File: src/rtl/ether_tx_arbiter.sv
`default_nettype none
// ============================================================================
// Module   : ether_tx_arbiter
// Purpose  : Round-robin arbiter sharing one ethernet_tx between NUM_REQ frame
//            sources. Latches the winner's dest MAC / ethertype, forwards its
//            N-bit payload stream, zero-pads short payloads to the Ethernet
//            minimum, waits for ethernet_tx to finish the frame and then holds
//            off for the inter-frame gap before the next grant.
// Ports    : clk, rst (async, active-low)
//            req / req_dest_mac / req_etype / req_axiid / req_axiiv / req_last
//                 - per-requester request and payload stream (slice i = req i)
//            grant                  - one-hot, held through the payload stream
//            tx_axiiv / tx_axiid    - payload stream to ethernet_tx
//            tx_dest_mac / tx_etype - frame header fields, stable per frame
//            tx_axiov_mon           - ethernet_tx axiov, frame completion
//            busy                   - high whenever not idle
//            underrun               - sticky, granted stream broke before last
//            frame_cnt              - per-requester completed-frame counters
//                                     (only with ETHER_TX_ARB_STATS_EN)
// Options  : `define ETHER_TX_ARB_STATS_EN to add the frame_cnt output.
// Revision : 1.0 - initial release
// ============================================================================
module ether_tx_arbiter #(
    parameter int N                 = 2,
    parameter int NUM_REQ           = 2,
    parameter int MIN_PAYLOAD_BYTES = 46,
    parameter int IFG_CYCLES        = 96 / N
) (
    input  logic                    clk,
    input  logic                    rst,
    input  logic [NUM_REQ-1:0]      req,
    input  logic [48*NUM_REQ-1:0]   req_dest_mac,
    input  logic [16*NUM_REQ-1:0]   req_etype,
    input  logic [N*NUM_REQ-1:0]    req_axiid,
    input  logic [NUM_REQ-1:0]      req_axiiv,
    input  logic [NUM_REQ-1:0]      req_last,
    output logic [NUM_REQ-1:0]      grant,
    output logic                    tx_axiiv,
    output logic [N-1:0]            tx_axiid,
    output logic [47:0]             tx_dest_mac,
    output logic [15:0]             tx_etype,
    input  logic                    tx_axiov_mon,
    output logic                    busy,
    output logic                    underrun
`ifdef ETHER_TX_ARB_STATS_EN
    ,
    output logic [16*NUM_REQ-1:0]   frame_cnt
`endif
);

    localparam int C_MIN_SYMS = MIN_PAYLOAD_BYTES * 8 / N;
    localparam int C_CW       = $clog2(C_MIN_SYMS + 1);
    localparam int C_GW       = (IFG_CYCLES > 0) ? $clog2(IFG_CYCLES + 1) : 1;
    localparam int C_IW       = (NUM_REQ > 1) ? $clog2(NUM_REQ) : 1;

    localparam logic [C_CW-1:0]    C_MIN_CNT = C_CW'(C_MIN_SYMS);
    localparam logic [C_GW-1:0]    C_IFG     = C_GW'(IFG_CYCLES);
    localparam logic [NUM_REQ-1:0] C_ONE     = NUM_REQ'(1);

    localparam logic [2:0] C_ST_IDLE  = 3'd0;
    localparam logic [2:0] C_ST_GRANT = 3'd1;
    localparam logic [2:0] C_ST_STRM  = 3'd2;
    localparam logic [2:0] C_ST_PAD   = 3'd3;
    localparam logic [2:0] C_ST_WAIT  = 3'd4;
    localparam logic [2:0] C_ST_GAP   = 3'd5;

    logic [2:0]         state_q, state_d;
    logic [NUM_REQ-1:0] grant_q, grant_d;
    logic [C_IW-1:0]    cur_q, cur_d;
    logic [C_IW-1:0]    rr_q, rr_d;
    logic [C_CW-1:0]    sym_q, sym_d;
    logic [C_GW-1:0]    gap_q, gap_d;
    logic               txv_q, txv_d;
    logic [N-1:0]       txd_q, txd_d;
    logic [47:0]        mac_q, mac_d;
    logic [15:0]        ety_q, ety_d;
    logic               busy_q, busy_d;
    logic               undr_q, undr_d;
    logic               seen_q, seen_d;
`ifdef ETHER_TX_ARB_STATS_EN
    logic [16*NUM_REQ-1:0] cnt_q, cnt_d;
`endif

    logic               pick_vld;
    logic [C_IW-1:0]    pick_idx;
    logic               cur_v;
    logic               cur_last;
    logic [N-1:0]       cur_d_sym;
    logic [C_CW-1:0]    sym_inc;

    // (base + off) modulo NUM_REQ; both operands are already below NUM_REQ.
    function automatic logic [C_IW-1:0] wrap_add(input logic [C_IW-1:0] base, input int off);
        int j;
        j = int'(base) + off;
        if (j >= NUM_REQ) begin
            j = j - NUM_REQ;
        end
        return C_IW'(j);
    endfunction

    // First requester at or after the round-robin pointer.
    always_comb begin
        pick_vld = 1'b0;
        pick_idx = '0;
        for (int k = 0; k < NUM_REQ; k++) begin
            if (!pick_vld && req[wrap_add(rr_q, k)]) begin
                pick_vld = 1'b1;
                pick_idx = wrap_add(rr_q, k);
            end
        end
    end

    assign cur_v     = req_axiiv[cur_q];
    assign cur_last  = req_last[cur_q];
    assign cur_d_sym = req_axiid[cur_q*N +: N];
    // Symbol count saturates at the minimum; only "reached minimum" matters.
    assign sym_inc   = (sym_q == C_MIN_CNT) ? sym_q : sym_q + C_CW'(1);

    always_comb begin
        state_d = state_q;
        grant_d = grant_q;
        cur_d   = cur_q;
        rr_d    = rr_q;
        sym_d   = sym_q;
        gap_d   = gap_q;
        txv_d   = 1'b0;
        txd_d   = '0;
        mac_d   = mac_q;
        ety_d   = ety_q;
        undr_d  = undr_q;
        // Remembers that ethernet_tx raised axiov for this frame; it usually
        // rises while payload is still streaming, before WAIT_DONE.
        seen_d  = (state_q == C_ST_IDLE) ? 1'b0 : (seen_q | tx_axiov_mon);
`ifdef ETHER_TX_ARB_STATS_EN
        cnt_d   = cnt_q;
`endif
        case (state_q)
            C_ST_IDLE: begin
                sym_d = '0;
                if (pick_vld) begin
                    cur_d   = pick_idx;
                    grant_d = C_ONE << pick_idx;
                    mac_d   = req_dest_mac[pick_idx*48 +: 48];
                    ety_d   = req_etype[pick_idx*16 +: 16];
                    state_d = C_ST_GRANT;
                end
            end
            C_ST_GRANT, C_ST_STRM: begin
                if (cur_v) begin
                    txv_d = 1'b1;
                    txd_d = cur_d_sym;
                    sym_d = sym_inc;
                    if (state_q == C_ST_GRANT) begin
                        rr_d    = wrap_add(cur_q, 1);
                        state_d = C_ST_STRM;
                    end
                    if (cur_last) begin
                        grant_d = '0;
                        state_d = (sym_inc < C_MIN_CNT) ? C_ST_PAD : C_ST_WAIT;
                    end
                end else if (state_q == C_ST_STRM) begin
                    // Stream broke before last: close the frame. The first pad
                    // symbol goes out now so the stream has no bubble.
                    undr_d  = 1'b1;
                    grant_d = '0;
                    if (sym_q < C_MIN_CNT) begin
                        txv_d   = 1'b1;
                        sym_d   = sym_inc;
                        state_d = C_ST_PAD;
                    end else begin
                        state_d = C_ST_WAIT;
                    end
                end
            end
            C_ST_PAD: begin
                if (sym_q < C_MIN_CNT) begin
                    txv_d = 1'b1;
                    sym_d = sym_inc;
                end else begin
                    state_d = C_ST_WAIT;
                end
            end
            C_ST_WAIT: begin
                if (seen_q && !tx_axiov_mon) begin
                    gap_d   = C_IFG;
                    state_d = C_ST_GAP;
`ifdef ETHER_TX_ARB_STATS_EN
                    cnt_d[cur_q*16 +: 16] = cnt_q[cur_q*16 +: 16] + 16'd1;
`endif
                end
            end
            C_ST_GAP: begin
                if (gap_q <= C_GW'(1)) begin
                    gap_d   = '0;
                    state_d = C_ST_IDLE;
                end else begin
                    gap_d = gap_q - C_GW'(1);
                end
            end
            default: begin
                state_d = C_ST_IDLE;
                grant_d = '0;
            end
        endcase
        busy_d = (state_d != C_ST_IDLE);
    end

    always_ff @(posedge clk or negedge rst) begin
        if (!rst) begin
            state_q <= C_ST_IDLE;
            grant_q <= '0;
            cur_q   <= '0;
            rr_q    <= '0;
            sym_q   <= '0;
            gap_q   <= '0;
            txv_q   <= 1'b0;
            txd_q   <= '0;
            mac_q   <= '0;
            ety_q   <= '0;
            busy_q  <= 1'b0;
            undr_q  <= 1'b0;
            seen_q  <= 1'b0;
`ifdef ETHER_TX_ARB_STATS_EN
            cnt_q   <= '0;
`endif
        end else begin
            state_q <= state_d;
            grant_q <= grant_d;
            cur_q   <= cur_d;
            rr_q    <= rr_d;
            sym_q   <= sym_d;
            gap_q   <= gap_d;
            txv_q   <= txv_d;
            txd_q   <= txd_d;
            mac_q   <= mac_d;
            ety_q   <= ety_d;
            busy_q  <= busy_d;
            undr_q  <= undr_d;
            seen_q  <= seen_d;
`ifdef ETHER_TX_ARB_STATS_EN
            cnt_q   <= cnt_d;
`endif
        end
    end

    assign grant       = grant_q;
    assign tx_axiiv    = txv_q;
    assign tx_axiid    = txd_q;
    assign tx_dest_mac = mac_q;
    assign tx_etype    = ety_q;
    assign busy        = busy_q;
    assign underrun    = undr_q;
`ifdef ETHER_TX_ARB_STATS_EN
    assign frame_cnt   = cnt_q;
`endif

endmodule
`default_nettype wire

File: config.mk
export PLATFORM = sky130hd
export DESIGN_NAME = ether_tx_arbiter
export DESIGN_NICKNAME = d
export VERILOG_FILES = /design/src/rtl/ether_tx_arbiter.sv
export SDC_FILE = /design/constraint.sdc
export NUM_CORES = 1
export LEC_CHECK = 0
export ABC_AREA = 1
export ABC_CLOCK_PERIOD_IN_PS = 2200
export CAP_MARGIN = 30
export CORE_MARGIN = 2
export CORE_UTILIZATION = 40
export DETAILED_ROUTE_END_ITERATION = 12
export DONT_BUFFER_PORTS = 1
export HOLD_SLACK_MARGIN = 0.1
export PLACE_DENSITY = 0.52
export SLEW_MARGIN = 20
export SYNTH_ARGS = -nofsm -noshare
export SYNTH_HDL_FRONTEND = slang
export SYNTH_SLANG_ARGS = --single-unit
File: constraint.sdc
create_clock -name clk -period 2.2 [get_ports clk]
set_input_delay 0.22 -clock clk [delete_from_list [all_inputs] [get_ports clk]]
set_output_delay 0.22 -clock clk [all_outputs]
set_load 0.03 [all_outputs]
==> results.py <==
metrics = {
    "yosys": {
        "synth_seq_area_share_pct": 49.48,
        "synth.largest_area_cell": "sky130_fd_sc_hd__dfrtp_1",
        "ys_ff_latch": 91,
        "synth-simple-area-share_pct": 16.69,
        "synth_edf_count": 0,
        "yosys.cell_types.count": 36,
        "avg_inst_size_synth_um2": 9.131,
        "synth-compound-area-share_pct": 12.18,
        "syn-instance-count": 504,
        "synth_flop_cell": "sky130_fd_sc_hd__dfrtp_1",
        "synth-xor-area-share_pct": 0.9244,
        "synth.top_cells.by_area": "sky130_fd_sc_hd__dfrtp_1 (49%), sky130_fd_sc_hd__mux2i_1 (14%), sky130_fd_sc_hd__nand2_1 (10%)",
        "mapped_nets": 649,
        "yosys_warnings": 0,
        "synth-adder-area-share_pct": 1.088,
        "synth.mux.area_fraction_pct": 13.92,
        "portion_of_synthesized_cell_area_occupied_by_the_leading_cell_type_pct": 49.48,
        "asyncSetResetFlopFracSynth_pct": 100.0,
        "synth.most_common_cell": "sky130_fd_sc_hd__nand2_1",
        "post_synth_instance_area_um2": 4602,
        "netlist_top_cells_count": "sky130_fd_sc_hd__nand2_1 (126), sky130_fd_sc_hd__dfrtp_1 (91), sky130_fd_sc_hd__o21ai_0 (75), sky130_fd_sc_hd__mux2i_1 (64), sky130_fd_sc_hd__inv_1 (34)",
        "synth_top_family_by_area": "simple AND/OR/NAND/NOR gates",
    },
    "sta": {
        "timing.fmax_mhz": 491.2,
        "final-setup-viol-count": 0,
        "setup_repair_after_global_routing_missed_its_margin": "no",
        "hold_violations": 91,
        "finalClockSkew_ns": 0.007612,
        "fin_crit_ns": 2.036,
        "worst_hold_slack_ns": -0.4200,
        "timing_max_transition_violations_final": 0,
        "worst-slew-pin-transition_ns": 0.5439,
        "total_negative_slack_ns": 0,
        "max-slew-margin-rel_pct": 63.74,
        "min_period_over_period_pct": 92.53,
    },
    "cts": {
        "clk-insertion-delay-late_ns": 0.34,
        "ctsHtreeMaxLevel": 3,
        "holdBufCountCts": 77,
        "cts_tree": "done",
        "cts_max_path_buffers": 2,
        "cts.clk_slew.worst_paths_ns": 0.06,
        "clock_buffer_count_from_cts": 9,
        "postCtsSetupRepairBufs": 0,
        "cts-root-buf": "sky130_fd_sc_hd__clkbuf_16",
        "clock-sinks": 91,
    },
    "power_and_ir_drop": {
        "power.density_cell_area_nw_per_um2": 1334,
        "power.static_leakage_nw": 2.864,
        "report.power.total_mw": 7.755,
        "vdd_ir_drop_max_v": 0.0006442,
    },
    "critical_path": {
        "worstPathRequired_ns": 2.47,
        "timing.setup.critical_path_class": "flip-flop to flip-flop",
        "worst_ep_arrival_time_ns": 2.31,
        "start_kind": "flip-flop",
        "worst_path_max_fanout": 9,
        "regToRegSetupSlack_ns": 0.16,
        "critical_path.endpoint_type": "flip-flop",
    },
    "detailed_routing": {
        "post_drt_wl_per_cell_um": 17.21,
        "drtPass1Iterations": 4,
        "postRouteAntennaNets": 0,
        "drt-total-wl_mm": 12.41,
        "vias_per_cell": 5.315,
        "drc_errors": 0,
        "initialDrtViolationCount": 220,
        "routed-via-count": 3832,
    },
    "placement": {
        "dp_hpwl_mm": 7.989,
        "quantity_of_i_o_buffers_inserted_on_ports": 0,
        "place.gp.congestion": 0.9503,
    },
    "floorplanning": {
        "row_count": 39,
        "num_io_pins": 212,
        "floorplan.die.width_um": 111.3,
        "chipHeight_um": 111.3,
        "coreArea_um2": 11320,
        "start_util_pct": 40.65,
        "die-area_um2": 12380,
    },
    "grt": {
        "grt_pass1_vias": 3909,
        "grt.overflow.total": 0,
        "global_route.usage.total_pct": 19.83,
        "first_pass_grt_wire_length_mm": 19.74,
        "grt_max_degree": 92,
        "initial_antenna_violation_count": 0,
    },
    "final_layout": {
        "net_total_in_the_final_layout": 719,
        "share_of_post_route_cells_with_drive_strength_above_1_pct": 7.266,
        "area_delta_synth_final_pct": 26.29,
        "diodes": 0,
    },
    "run": {
        "max_cap_viol_count": 0,
    },
    "outcome": {
        "failed_checks": "negative hold slack",
        "outcome": "finished, violations left",
    },
    "min_path": {
        "min_path_type": "input pin to async pin",
    },
}
## area by class of cell
type | count | area [µm²]
clock buffers | 10 | 239.0
clock inverters | 5 | 61.31
fillers | 1066 | 5509
inverters | 36 | 135.1
multi-input cells | 354 | 2074
flip-flops and latches | 91 | 2277
well taps | 143 | 178.9
repair buffers | 82 | 845.8
## placed cells by master, fill, tap and decap left out, drive strengths merged
cell type    netlist  routed
nand4              3       3
o22ai              3       3
bufinv             0       1
nand2            130     130
a21oi             10      10
o21a               2       2
o21ai             77      77
dlygate4sd3        0      77
clkinvlp           0       3
nor2              24      24
a221oi             1       1
xnor2              1       1
xor2               3       3
nand3             20      20
inv               36      37
o211ai             2       2
dfrtp             91      91
o21bai             1       1
buf               16       4
a31oi              3       3
a22oi              2       2
or2                1       1
mux2i             64      64
ha                 4       4
clkbuf             7      11
nor3               2       2
nand3b             1       1
## critical path: stages, from the launching register on
cell and delay (ns):
sky130_fd_sc_hd__dfrtp_1 0.54, sky130_fd_sc_hd__inv_1 0.14, sky130_fd_sc_hd__nand2_1 0.09, sky130_fd_sc_hd__nand2_1 0.11
sky130_fd_sc_hd__nor2_1 0.26, sky130_fd_sc_hd__inv_1 0.11, sky130_fd_sc_hd__a21oi_1 0.16, sky130_fd_sc_hd__dlygate4sd3_1 0.56
## state kept, by name, summed over array words and instances, names as in the netlist
register,count
grant,2
tx_etype,16
cur_q,1
tx_dest_mac,48
sym_q,8
rr_q,1
busy,1
state_q,3
tx_axiid,2
seen_q,1
gap_q,6
tx_axiiv,1
underrun,1
## layer usage
layer / GRT usage [%] / part of all wire [%] / vias to the layer above
li1: - / - / 1826
met1: 24.01 / 41 / 1811
met2: 34.31 / 51 / 174
met3: 4.483 / 6.8 / 21
met4: 7.737 / 1.7 / 0
met5: 0 / 0 / -
## per-stage QoR
step / hold WS, ns / instances / area, µm² / utilization (%) / setup slack, ns
2_1_floorplan: -0.07559 / 504 / 4602 / - / 0.6597
3_3_place_gp: -0.07159 / 628 / 4708 / 41.59 / 0.5126
3_5_place_dp: -0.07246 / 628 / 4708 / 41.59 / 0.4524
4_1_cts: -0.4383 / 720 / 5779 / 51.05 / 0.1563
5_1_grt: -0.4377 / 721 / 5812 / 51.34 / 0.02164
6_report: -0.4200 / 721 / 5812 / 51.34 / 0.1643
## path summary, 6_finish.rpt
path,startpoint,endpoint,depth (start not counted)
setup / recovery,cur_q$_DFFE_PN0P_,tx_axiid[0]$_DFF_PN0_,7
hold / removal,rst,tx_axiiv$_DFF_PN0_,0
setup reg to reg,cur_q$_DFFE_PN0P_,tx_axiid[0]$_DFF_PN0_,7
hold reg to reg,seen_q$_DFF_PN0_,seen_q$_DFF_PN0_,2
max in group asynchronous,rst,tx_etype[0]$_DFFE_PN0P_,0
min in group clk,req_dest_mac[40],tx_dest_mac[40]$_DFFE_PN0P_,2
## power breakdown
part	switching, mW	leakage, nW	internal [mW]
clock network	0.651	0.137	0.909
logic	1.15	1.62	0.859
registers	1.82	1.11	2.36
total	3.63	2.86	4.13
## repair_timing
item / 4_1_cts / 5_1_grt
resized for setup: 0 / 1
hold endpoints to repair: 134 / 91
endpoints found under the setup margin: 0 / 1
## cell families (layout without fill, tap and decap cells)
kind of cell,after synthesis,in the layout
AOI/OAI and AO/OA,101,101
xor gates and xnor gates,4,4
adders and majority gates,4,4
buffers and inverters,59,133
DFF,91,91
muxes,64,64
and+or+nand+nor,181,181
Power figures use the tool's default switching activity.
